$ cat src/rtl/alu_btn_driver_if.sv
// rtl/alu_btn_driver_if.sv - command and result handshake bundle for alu_btn_driver
interface alu_btn_driver_if #(
    parameter int NB_DATA_IN    = 8,
    parameter int NB_OP_CODE_IN = 6,
    parameter int NB_DATA_OUT   = 10
);
    logic                     i_valid;
    logic                     o_ready;
    logic [NB_DATA_IN-1:0]    i_data_a;
    logic [NB_DATA_IN-1:0]    i_data_b;
    logic [NB_OP_CODE_IN-1:0] i_op_code;
    logic                     o_result_valid;
    logic                     i_result_ready;
    logic [NB_DATA_OUT-1:0]   o_result;

    modport master (
        output i_valid, i_data_a, i_data_b, i_op_code, i_result_ready,
        input  o_ready, o_result_valid, o_result
    );

    modport slave (
        input  i_valid, i_data_a, i_data_b, i_op_code, i_result_ready,
        output o_ready, o_result_valid, o_result
    );
endinterface

$ cat src/rtl/alu_btn_driver.sv
// rtl/alu_btn_driver.sv - replays the A/B/opcode switch+button load sequence into top_alu
module alu_btn_driver #(
    parameter int NB_DATA_IN      = 8,
    parameter int NB_OP_CODE_IN   = 6,
    parameter int NB_INPUT_SELECT = 3,
    parameter int NB_DATA_OUT     = 10,
    parameter int SETUP_CYC       = 10,
    parameter int PRESS_CYC       = 10,
    parameter int RELEASE_CYC     = 10,
    parameter int RESULT_WAIT     = 2
) (
    input  logic                       clock,
    input  logic                       i_rst_n,
    alu_btn_driver_if.slave            cmd,
    output logic [NB_DATA_IN-1:0]      o_sw_data,
    output logic [NB_INPUT_SELECT-1:0] o_btn,
    input  logic [NB_DATA_OUT-1:0]     i_led
);
    localparam int MAX_SP  = (SETUP_CYC > PRESS_CYC) ? SETUP_CYC : PRESS_CYC;
    localparam int MAX_RW  = (RELEASE_CYC > RESULT_WAIT + 1) ? RELEASE_CYC : RESULT_WAIT + 1;
    localparam int MAX_CNT = (MAX_SP > MAX_RW) ? MAX_SP : MAX_RW;
    localparam int CW      = $clog2(MAX_CNT) + 1;

    localparam logic [CW-1:0] SETUP_LAST   = CW'(SETUP_CYC - 1);
    localparam logic [CW-1:0] PRESS_LAST   = CW'(PRESS_CYC - 1);
    localparam logic [CW-1:0] RELEASE_LAST = CW'(RELEASE_CYC - 1);
    // WAIT runs one extra cycle: the LED word is sampled on the edge that leaves it
    localparam logic [CW-1:0] WAIT_LAST    = CW'(RESULT_WAIT);

    typedef enum logic [2:0] {
        S_IDLE, S_SETUP, S_PRESS, S_RELEASE, S_WAIT, S_RESP
    } state_t;

    state_t                     state, state_nxt;
    logic [CW-1:0]              cnt, cnt_nxt;
    logic [1:0]                 field, field_nxt;
    logic [NB_DATA_IN-1:0]      a_q, a_nxt, b_q, b_nxt;
    logic [NB_OP_CODE_IN-1:0]   op_q, op_nxt;
    logic [NB_DATA_IN-1:0]      sw_nxt;
    logic [NB_INPUT_SELECT-1:0] btn_nxt;
    logic [NB_DATA_OUT-1:0]     result_q, result_nxt;
    logic                       valid_q, valid_nxt;
    logic                       ready_q, ready_nxt;
    logic [NB_DATA_IN-1:0]      next_field_val;
    logic [NB_INPUT_SELECT-1:0] field_onehot;

    always_ff @(posedge clock or negedge i_rst_n) begin
        if (!i_rst_n) begin
            state     <= S_IDLE;
            cnt       <= '0;
            field     <= '0;
            a_q       <= '0;
            b_q       <= '0;
            op_q      <= '0;
            o_sw_data <= '0;
            o_btn     <= '0;
            result_q  <= '0;
            valid_q   <= 1'b0;
            ready_q   <= 1'b1;
        end else begin
            state     <= state_nxt;
            cnt       <= cnt_nxt;
            field     <= field_nxt;
            a_q       <= a_nxt;
            b_q       <= b_nxt;
            op_q      <= op_nxt;
            o_sw_data <= sw_nxt;
            o_btn     <= btn_nxt;
            result_q  <= result_nxt;
            valid_q   <= valid_nxt;
            ready_q   <= ready_nxt;
        end
    end

    always_comb begin
        next_field_val = (field == 2'd0) ? b_q : NB_DATA_IN'(op_q);
        field_onehot   = '0;
        case (field)
            2'd0:    field_onehot[0] = 1'b1;
            2'd1:    field_onehot[1] = 1'b1;
            default: field_onehot[2] = 1'b1;
        endcase
    end

    always_comb begin
        state_nxt  = state;
        cnt_nxt    = cnt;
        field_nxt  = field;
        a_nxt      = a_q;
        b_nxt      = b_q;
        op_nxt     = op_q;
        sw_nxt     = o_sw_data;
        btn_nxt    = o_btn;
        result_nxt = result_q;
        valid_nxt  = valid_q;
        case (state)
            S_IDLE: begin
                if (cmd.i_valid && ready_q) begin
                    a_nxt     = cmd.i_data_a;
                    b_nxt     = cmd.i_data_b;
                    op_nxt    = cmd.i_op_code;
                    field_nxt = 2'd0;
                    cnt_nxt   = '0;
                    sw_nxt    = cmd.i_data_a;
                    btn_nxt   = '0;
                    state_nxt = S_SETUP;
                end
            end
            S_SETUP: begin
                if (cnt == SETUP_LAST) begin
                    cnt_nxt   = '0;
                    btn_nxt   = field_onehot;
                    state_nxt = S_PRESS;
                end else begin
                    cnt_nxt = cnt + CW'(1);
                end
            end
            S_PRESS: begin
                if (cnt == PRESS_LAST) begin
                    cnt_nxt   = '0;
                    btn_nxt   = '0;
                    state_nxt = S_RELEASE;
                end else begin
                    cnt_nxt = cnt + CW'(1);
                end
            end
            S_RELEASE: begin
                if (cnt == RELEASE_LAST) begin
                    cnt_nxt = '0;
                    if (field == 2'd2) begin
                        state_nxt = S_WAIT;
                    end else begin
                        field_nxt = field + 2'd1;
                        sw_nxt    = next_field_val;
                        state_nxt = S_SETUP;
                    end
                end else begin
                    cnt_nxt = cnt + CW'(1);
                end
            end
            S_WAIT: begin
                if (cnt == WAIT_LAST) begin
                    cnt_nxt    = '0;
                    result_nxt = i_led;
                    valid_nxt  = 1'b1;
                    state_nxt  = S_RESP;
                end else begin
                    cnt_nxt = cnt + CW'(1);
                end
            end
            S_RESP: begin
                if (cmd.i_result_ready) begin
                    valid_nxt = 1'b0;
                    state_nxt = S_IDLE;
                end
            end
            default: state_nxt = S_IDLE;
        endcase
    end

    assign ready_nxt          = (state_nxt == S_IDLE);
    assign cmd.o_ready        = ready_q;
    assign cmd.o_result_valid = valid_q;
    assign cmd.o_result       = result_q;
endmodule
$ cat src/flat_wrapper.sv
// flat-port wrapper written by rule: the top's interface ports become plain ports
module alu_btn_driver_flat 
#(
    parameter int NB_DATA_IN      = 8,
    parameter int NB_OP_CODE_IN   = 6,
    parameter int NB_INPUT_SELECT = 3,
    parameter int NB_DATA_OUT     = 10,
    parameter int SETUP_CYC       = 10,
    parameter int PRESS_CYC       = 10,
    parameter int RELEASE_CYC     = 10,
    parameter int RESULT_WAIT     = 2
)
  (clock, i_rst_n, o_sw_data, o_btn, i_led, cmd_i_valid, cmd_i_data_a, cmd_i_data_b, cmd_i_op_code, cmd_i_result_ready, cmd_o_ready, cmd_o_result_valid, cmd_o_result);
  alu_btn_driver_if #(.NB_DATA_IN(NB_DATA_IN), .NB_OP_CODE_IN(NB_OP_CODE_IN), .NB_DATA_OUT(NB_DATA_OUT)) cmd_i ();
  input  logic clock;
  input  logic i_rst_n;
  output logic [NB_DATA_IN-1:0] o_sw_data;
  output logic [NB_INPUT_SELECT-1:0] o_btn;
  input  logic [NB_DATA_OUT-1:0] i_led;
  input wire logic [$bits(cmd_i.i_valid)-1:0] cmd_i_valid;
  input wire logic [$bits(cmd_i.i_data_a)-1:0] cmd_i_data_a;
  input wire logic [$bits(cmd_i.i_data_b)-1:0] cmd_i_data_b;
  input wire logic [$bits(cmd_i.i_op_code)-1:0] cmd_i_op_code;
  input wire logic [$bits(cmd_i.i_result_ready)-1:0] cmd_i_result_ready;
  output wire logic [$bits(cmd_i.o_ready)-1:0] cmd_o_ready;
  output wire logic [$bits(cmd_i.o_result_valid)-1:0] cmd_o_result_valid;
  output wire logic [$bits(cmd_i.o_result)-1:0] cmd_o_result;
  assign cmd_i.i_valid = cmd_i_valid;
  assign cmd_i.i_data_a = cmd_i_data_a;
  assign cmd_i.i_data_b = cmd_i_data_b;
  assign cmd_i.i_op_code = cmd_i_op_code;
  assign cmd_i.i_result_ready = cmd_i_result_ready;
  assign cmd_o_ready = cmd_i.o_ready;
  assign cmd_o_result_valid = cmd_i.o_result_valid;
  assign cmd_o_result = cmd_i.o_result;
  alu_btn_driver #(.NB_DATA_IN(NB_DATA_IN), .NB_OP_CODE_IN(NB_OP_CODE_IN), .NB_INPUT_SELECT(NB_INPUT_SELECT), .NB_DATA_OUT(NB_DATA_OUT), .SETUP_CYC(SETUP_CYC), .PRESS_CYC(PRESS_CYC), .RELEASE_CYC(RELEASE_CYC), .RESULT_WAIT(RESULT_WAIT)) u_core (.clock(clock), .i_rst_n(i_rst_n), .cmd(cmd_i), .o_sw_data(o_sw_data), .o_btn(o_btn), .i_led(i_led));
endmodule
$ cat config.mk
export PLATFORM = sky130hd
export DESIGN_NAME = alu_btn_driver_flat
export DESIGN_NICKNAME = d
export VERILOG_FILES = /design/src/rtl/alu_btn_driver_if.sv /design/src/rtl/alu_btn_driver.sv /design/src/flat_wrapper.sv
export SDC_FILE = /design/constraint.sdc
export NUM_CORES = 1
export LEC_CHECK = 0
export ABC_AREA = 0
export BUFFER_PORTS_ARGS = -buffer_cell sky130_fd_sc_hd__buf_2
export CAP_MARGIN = 20
export CORE_MARGIN = 2
export CORE_UTILIZATION = 57
export DETAILED_ROUTE_END_ITERATION = 8
export HOLD_SLACK_MARGIN = 0.06
export PLACE_DENSITY_LB_ADDON = 0.15
export SLEW_MARGIN = 20
export SYNTH_ARGS = -nofsm -noshare
export SYNTH_HDL_FRONTEND = slang
export SYNTH_SLANG_ARGS = --single-unit
export TNS_END_PERCENT = 5
$ cat constraint.sdc
create_clock -name clock -period 2.9 [get_ports clock]
set_clock_uncertainty 0.1 [all_clocks]
set_input_delay 0 -clock clock [delete_from_list [all_inputs] [get_ports clock]]
set_output_delay 0 -clock clock [all_outputs]
set_load 0.02 [all_outputs]
# [Word-level counts from Yosys, hierarchy flattened]
# Index checks and enable logic that the tools add are counted.
[word_totals] wordCells=75 register_bits=47
[op_classes] n_reduce_logical=16 mux=31 n_eq_ne=16 n_addsub=2
[ops] operator="$mux W8" n=4
[ops] operator="$mux W3" n=10
[ops] operator="$pmux W3 S6" n=1
[ops] operator="$pmux W8 S2" n=1
[ops] operator="$mux W5" n=3
[ops] operator="$pmux W5 S3" n=1
[ops] operator="$ne A2 B1 Y1 const B" n=5
[ops] operator="$pmux W3 S3" n=1
[ops] operator="$reduce_and A4 Y1" n=2
[ops] operator="$eq A3 B2 Y1 const B" n=2
[ops] operator="$eq A3 B3 Y1 const B" n=2
[ops] operator="$logic_not A3 Y1" n=2
[ops] operator="$mux W2" n=3
[ops] operator="$reduce_and A2 Y1" n=3
[ops] operator="$reduce_bool A3 Y1" n=2
[ops] operator="$add A5 B1 Y5 const B" n=1
[ops] operator="$eq A5 B2 Y1 const B" n=1
[ops] operator="$eq A5 B4 Y1 const B" n=1
[ops] operator="$mux W1" n=5
[ops] operator="$ne A2 B2 Y1 const B" n=2
[ops] operator="$pmux W2 S2" n=1
[ops] operator="$reduce_bool A2 Y1" n=2
[ops] operator="$eq A3 B1 Y1 const B" n=1
[ops] operator="$reduce_and A3 Y1" n=1
[ops] operator="8 further kinds" n=8

# [Depth between registers and ports, before layout]
# Gate-level depths: netlist of the first run.
[logic_depth] depth_word=5 depth_mapped=8 mapped_depth_nobuf=6

# [Worst setup path before layout of the first run]
# No wires, ideal clock.
[synth_timing] kind="flip-flop to flip-flop" from="reg u_core.cnt[0]" to="reg u_core.result_q[0] (netlist: u_core.cmd.o_result[0])" required_time_ns=2.675 setup_time_ns=0.125 stages_incl_launch_ff=6 path_slack_ns=1.136 t_arrival_ns=1.539 cell_sequence="dfrtp_1 inv_1 ha_1 nor4b_4 nand3_4 mux2_4"
[synth_between] elab_chain_cells=2
[synth_lines] item="start: declaration" line_no="alu_btn_driver.sv:35" source="logic [CW-1:0] cnt, cnt_nxt;"
[synth_lines] item="start signal: assignment" line_no="alu_btn_driver.sv:62" source="cnt <= cnt_nxt;"
[synth_lines] item="$eq A5 B2 Y1" line_no="alu_btn_driver.sv:142" source="if (cnt == WAIT_LAST) begin"
[synth_lines] item="$reduce_and A2 Y1 (no source line)"
[synth_lines] item="end signal: assignment" line_no="alu_btn_driver.sv:69" source="result_q <= result_nxt;"
[synth_lines] item="end: declaration" line_no="alu_btn_driver.sv:41" source="logic [NB_DATA_OUT-1:0] result_q, result_nxt;"
# Every way passes these cells.
# A chain may end at the register's enable or synchronous reset.

# [Final worst setup path of the first run]
[layout_timing] from="reg u_core.state[0]" to="reg u_core.op_q[5]"
[layout_between] elab_chain_cells=2
[layout_lines] item="start: declaration" line_no="alu_btn_driver.sv:34" source="state_t state, state_nxt;"
[layout_lines] item="start signal: assignment" line_no="alu_btn_driver.sv:61" source="state <= state_nxt;"
[layout_lines] item="$logic_not A3 Y1" line_no="alu_btn_driver.sv:96" source="case (state)"
[layout_lines] item="$reduce_and A2 Y1 (no source line)"
[layout_lines] item="end signal: assignment" line_no="alu_btn_driver.sv:66" source="op_q <= op_nxt;"
[layout_lines] item="end: declaration" line_no="alu_btn_driver.sv:38" source="logic [NB_OP_CODE_IN-1:0] op_q, op_nxt;"
# Every way passes these cells.

==> impl_metrics.yaml, run 1 <==
setup_path:
  max_stage_delay_ps: 580
  worst_setup_path_end_kind: "flop"
  crit-reg2reg-launch: "u_core.state[0]"
  worstPathMaxFanout: 14
  worst_setup_path_startpoint: "u_core.state[0]"
  cpLargestDelayFamily: "simple AND/OR/NAND/NOR gates"
  timing.critical_path.required_ps: 2990
  worst-setup-path-type: "flop to flop"
  worst_ep_arrival_time_ps: 2250
  critPathBufInv: 0
  crit_path_top_delay_cell: "sky130_fd_sc_hd__nor2_2"
  path_cells: "nor2_4 -> nand3_1 -> nor2_2 -> mux2_2"
  cp-start-kind: "flop"
clocking:
  cts_max_path_buffers: 2
  postCtsResizedCells: 0
  clock_tree.htree_level_count: 2
  clock_insertion_delay_worst_skew_ps: 300
  cts-root-buf: "sky130_fd_sc_hd__clkbuf_8"
  tritoncts_buffer_count: 5
  postCtsHoldBufs: 34
  cts_tree: "done"
  post-cts-setup-buffers: 0
  tritoncts_num_sinks: 47
  cts.reportedPaths.clkPinSlew_ps: 90
synth:
  yosys_most_used_dff: "sky130_fd_sc_hd__dfrtp_1"
  netlist_area_um2: 2330
  synth.yosys.seq_area_share: 0.506
  synth_cells: 196
  ys.warnings.count: 0
  synth_cell_types: 42
  post-synth-top-area-fraction: 0.494
  proportion_of_synthesized_flip_flops_having_asynchronous_set_or_reset: 1.00
  synthesis.area_per_instance_um2: 11.9
  mappedNetlistNets: 238
  ys_top_cells_by_area: "sky130_fd_sc_hd__dfrtp_1, sky130_fd_sc_hd__mux2_4, sky130_fd_sc_hd__mux2_1"
  ys_ff_latch: 47
  synth_top_cell_by_area: "sky130_fd_sc_hd__dfrtp_1"
  synth-edff-count: 0
global_routing:
  grt_first_pass_wirelength_mm: 7.83
  global_route.peak_usage_layer: "met2"
  use_met2: 0.404
  grt_start_max_net_pins: 48
  globalRoute.totalOverflow: 0
  grt_pass1_vias: 1723
  grt.total_usage: 0.232
  initial_antenna_violation_count: 0
  global_route.usage.met1: 0.281
  globalRouteMet3Util: 0.0477
drt:
  detail_route.wirelength_mm: 4.93
  drt-pass1-iter-count: 4
  post-route-drc-count: 0
  via_count: 1796
  routed_via_count_divided_by_cell_count: 5.33
  avg_wl_per_cell_um: 14.6
  drt_first_iter_violations: 100
  detail-route-antenna-nets: 0
layout:
  layout.cell_area.non_filler_um2: 3080
  nets: 328
  layout.cells.most_common_list: "sky130_fd_sc_hd__buf_2, sky130_fd_sc_hd__dfrtp_1, sky130_fd_sc_hd__dlygate4sd3_1"
  postLayoutCoreUtil: 0.775
  area_growth_syn_to_layout_pct: 32.2
  layout.cells.most_common: "sky130_fd_sc_hd__buf_2"
  post_route_cells_drive_above_1_share: 0.310
  diodes: 0
sta:
  worst_pin_slew_ps: 714
  timing_max_transition_violations_final: 0
  final_critical_path_setup_slack_ps: 736
  fin_hold_ws_ps: 112
  min_period_over_period: 0.746
  grt_setup_unrepaired: "false"
  maxClockFrequency_mhz: 462
  hold_viol_final: 0
  period_needed_ps: 2160
  setup_tns_ps: 0
  relSlewSlack: 0.524
  timing.final.setup_violations: 0
die:
  dieArea_um2: 4610
  dieHeight_um: 67.9
  design.portCount: 59
  chipWidth_um: 67.9
  num_rows: 23
  core_region_area_um2: 3970
  initial_core_util: 0.586
power:
  powerDensity_nw_per_um2: 409
  power_internal_uw: 985
  pwr-share-comb: 0.084
  share_clk_of_total_power: 0.386
  power.net_switching_uw: 273
  max-vdd-ir-drop_mv: 0.321
  total_leakage_power_uw: 0.00155
  seqPwrFrac: 0.529
  p_sw_frac: 0.217
place:
  finalWeightedCongestion: 0.804
  dpl_cell_area_um2: 2620
  port_buffers: 58
  post-dp-hpwl_mm: 2.99
  detailedPlace.worstSlack_ps: 775
worst_hold_path:
  hp-class: "input pin to flop"
  min_from: "cmd_i_valid"
flow_run:
  drv_cap: 0
outcome:
  run_status: "complete, no violations"
## state kept, by name, indices dropped and copies added, names as in the netlist
register	flops
u_core.b_q	8
u_core.cmd.o_result_valid	1
u_core.cmd.o_ready	1
u_core.field	2
u_core.o_btn	3
u_core.o_sw_data	8
u_core.cmd.o_result	10
u_core.state	3
u_core.op_q	6
u_core.cnt	5
## path summary, 6_finish.rpt
path / slack [ps] / end / cells after the start
min: 110 / u_core.field[0] / 4
max: 740 / u_core.op_q[5] / 4
min in group asynchronous: 130 / u_core.cnt[1] / 2
min reg2reg: 380 / u_core.o_btn[2] / 1
max in group asynchronous: 2180 / u_core.cmd.o_ready / 2
max reg2reg: 740 / u_core.op_q[5] / 4
## area by class of cell
| cell class | instances | area (um2) |
|---|---|---|
| multi-input combinational | 132 | 1060 |
| timing repair buffer | 92 | 633 |
| clock buffer | 5 | 68.8 |
| fill | 276 | 892 |
| clock inverter | 3 | 46.3 |
| sequential | 47 | 1180 |
| tap | 50 | 62.6 |
| inverter | 8 | 30.0 |
## routing by layer
layer	part of all wire	up-vias	routed length [um]
li1	-	879	-
met3	0.044	9	215
met1	0.43	864	2120
met5	0	-	0
met2	0.51	44	2500
met4	0.019	0	96
## power groups by stage
| stage | registers (uW) | logic (uW) | clock network [uW] |
|---|---|---|---|
| after floorplan | 688 | 14.3 | 0 |
| after global placement | 678 | 68.9 | 0 |
| after detailed placement | 678 | 68.6 | 0 |
| after CTS | 665 | 104 | 494 |
| after global routing | 667 | 116 | 519 |
| final | 666 | 106 | 486 |
## worst register-to-register path, delay by kind of cell, from the launching register on
kind	cells	cell delay, ps
muxes	1	410
and+or+nand+nor	3	1000
DFF	1	540
## Yosys cell counts (2+ instances only)
| cell | n |
|---|---|
| sky130_fd_sc_hd__o21ai_0 | 8 |
| sky130_fd_sc_hd__a22o_1 | 2 |
| sky130_fd_sc_hd__ha_1 | 6 |
| sky130_fd_sc_hd__mux2i_1 | 9 |
| sky130_fd_sc_hd__nand2b_1 | 3 |
| sky130_fd_sc_hd__mux2_2 | 4 |
| sky130_fd_sc_hd__and3b_1 | 2 |
| sky130_fd_sc_hd__dfrtp_1 | 46 |
| sky130_fd_sc_hd__mux2_4 | 10 |
| sky130_fd_sc_hd__buf_2 | 3 |
| sky130_fd_sc_hd__clkbuf_1 | 3 |
| sky130_fd_sc_hd__buf_6 | 3 |
| sky130_fd_sc_hd__nor2_1 | 2 |
| sky130_fd_sc_hd__a31oi_1 | 5 |
| sky130_fd_sc_hd__mux2_1 | 10 |
| sky130_fd_sc_hd__nand2_1 | 23 |
| sky130_fd_sc_hd__inv_1 | 8 |
| sky130_fd_sc_hd__nor2b_1 | 5 |
| sky130_fd_sc_hd__o21ai_1 | 9 |
| sky130_fd_sc_hd__nor3_1 | 2 |
| sky130_fd_sc_hd__nand3_1 | 8 |
| sky130_fd_sc_hd__a21oi_1 | 5 |
## cell families (layout without fill, tap and decap cells)
group                    Yosys count  in the layout  synth area share
adder cells (fa/ha/maj)            6              6            0.0322
AO/OA/AOI/OAI                     40             40             0.118
multiplexers                      33             33             0.171
AND/OR/NAND/NOR                   53             53             0.135
buffers and inverters             17            108            0.0387
flip-flops                        47             47             0.506
## per-stage QoR
step	instances	total power, uW
4_1_cts	337	1260
3_5_place_dp	295	747
2_1_floorplan	196	702
6_report	337	1260
5_1_grt	337	1300
3_3_place_gp	295	747
(Power assumes the default switching activity.)
==> inputs of run 2 (changes only) <==
Settings changed: CORE_UTILIZATION 57 to 47.
Clock period 2.9 ns to 1.9 ns, I/O delays scaled along.
==> impl_metrics.yaml, run 2 (same netlist as run 1, synthesis figures left out) <==
setup_path:
  worst_ep_arrival_time_ps: 1830
  worst-setup-path-type: "flop to flop"
  worstPathMaxFanout: 8
  cp-start-kind: "flop"
  max_stage_delay_ps: 440
  path_cells: "inv_1 -> ha_1 -> nor4b_4 -> buf_4 -> o22ai_4 -> a41oi_1 -> a31oi_1"
  worst_setup_path_end_kind: "flop"
  crit_path_top_delay_cell: "sky130_fd_sc_hd__dfrtp_1"
  timing.critical_path.required_ps: 1970
clocking:
  cts-root-buf: "sky130_fd_sc_hd__clkbuf_8"
  clock_tree.htree_level_count: 2
  cts_max_path_buffers: 2
  post-cts-setup-buffers: 0
  tritoncts_buffer_count: 5
  cts.reportedPaths.clkPinSlew_ps: 90
  clock_insertion_delay_worst_skew_ps: 300
  tritoncts_num_sinks: 47
  cts_tree: "done"
drt:
  drt-pass1-iter-count: 4
  drt_first_iter_violations: 118
  detail-route-antenna-nets: 0
  route.layer.met1.wl_mm: 2.39
  post-route-drc-count: 0
  detail_route.wirelength_mm: 5.14
  avg_wl_per_cell_um: 14.1
  top_signal_layer_used: "met4"
  wl_met2_mm: 2.49
  met3WireLength_um: 243
  routed_via_count_divided_by_cell_count: 4.91
  via_count: 1791
sta:
  min_period_over_period: 0.931
  period_needed_ps: 1770
  grt_setup_unrepaired: "false"
  maxClockFrequency_mhz: 565
  final_critical_path_setup_slack_ps: 131
  timing_max_transition_violations_final: 0
  setup_tns_ps: 0
  hold_viol_final: 0
  relSlewSlack: 0.583
  worst_pin_slew_ps: 626
  timing.final.setup_violations: 0
  fin_hold_ws_ps: 150
layout:
  diodes: 0
  largest_register_ffs: 10
  layout.cells.most_common: "sky130_fd_sc_hd__buf_2"
  num-fill-cells: 390
  post_route_cells_drive_above_1_share: 0.336
  sequential_cell_area_um2: 1180
  multi_input_comb_area_um2: 1060
  nets: 339
  layout.cells.most_common_list: "sky130_fd_sc_hd__buf_2, sky130_fd_sc_hd__dfrtp_1, sky130_fd_sc_hd__dlygate4sd3_1"
  postLayoutCoreUtil: 0.668
  area_growth_syn_to_layout_pct: 36.5
place:
  detailedPlace.worstSlack_ps: 112
  port_buffers: 58
  post-dp-hpwl_mm: 3.50
  finalWeightedCongestion: 0.786
die:
  num_rows: 25
  core_region_area_um2: 4750
  dieArea_um2: 5530
  dieHeight_um: 74.4
  design.portCount: 59
  initial_core_util: 0.490
  chipWidth_um: 74.4
outcome:
  run_status: "complete, no violations"
power:
  total_power_uw: 1780
  max-vdd-ir-drop_mv: 0.518
  total_leakage_power_uw: 0.00161
  powerDensity_nw_per_um2: 560
global_routing:
  grt.total_usage: 0.195
  grt_pass1_vias: 1749
  initial_antenna_violation_count: 0
  grt_start_max_net_pins: 29
  globalRoute.totalOverflow: 0
  grt_first_pass_wirelength_mm: 8.12
worst_hold_path:
  hp-class: "input pin to async pin"
flow_run:
  drv_cap: 0
-- run 2: cell types whose count changed in the layout (fill, tap and decap cells not counted), sizes merged --
cell,before,now
clkinvlp,1,0
clkinv,0,2
buf,58,69
bufinv,1,0
-- run 2: what timing repair did --
action                                 in CTS  in global routing
gates resized for setup                     0                  0
hold buffers                               34                  0
endpoints found under the hold margin      61                  0
-- run 2: report_power, final --
part           switching, uW  leakage [uW]  internal (uW)
combinational           66.2      0.000954           98.0
sequential              4.81      0.000605           1010
clock                    341     0.0000483            259
-- run 2: metal layers --
metal / global-route usage / up-vias
li1: - / 896
met1: 0.255 / 842
met2: 0.328 / 51
met3: 0.0488 / 2
met4: 0.0417 / 0
met5: 0 / -
-- run 2: per-stage QoR --
stage	cell area, um2	cells
after floorplan	2330	196
final	3180	365
after global placement	2750	323
after CTS	3180	365
after detailed placement	2750	323
after global routing	3180	365
-- run 2: final timing paths --
kind	start	end	slack (ps)	cells after the start
worst max-delay path	u_core.cnt[0]	u_core.cnt[4]	130	7
worst min-delay path	i_rst_n	u_core.cmd.o_result[7]	150	2
worst max register to register	u_core.cnt[0]	u_core.cnt[4]	130	7
worst min register to register	u_core.o_sw_data[7]	u_core.o_sw_data[7]	390	2
max in group asynchronous	i_rst_n	u_core.b_q[6]	950	3
min in group clock	cmd_i_valid	u_core.field[0]	170	4
-- run 2: critical path, delay by kind of cell, from the launching register on --
| family | cells | cell delay (ps) |
|---|---|---|
| AO/OA/AOI/OAI | 3 | 390 |
| AND/OR/NAND/NOR | 1 | 270 |
| buffers and inverters | 2 | 280 |
| adder cells (fa/ha/maj) | 1 | 150 |
| flip-flops | 1 | 440 |
-- run 2: layout make-up --
| cell class | count | area share |
|---|---|---|
| Clock inverter | 3 | 0.00591 |
| Timing Repair Buffer | 103 | 0.232 |
| Clock buffer | 5 | 0.0217 |
| Inverter | 8 | 0.00945 |
| Tap cell | 67 | 0.0264 |
| Multi-Input combinational cell | 132 | 0.334 |
| Sequential cell | 47 | 0.370 |
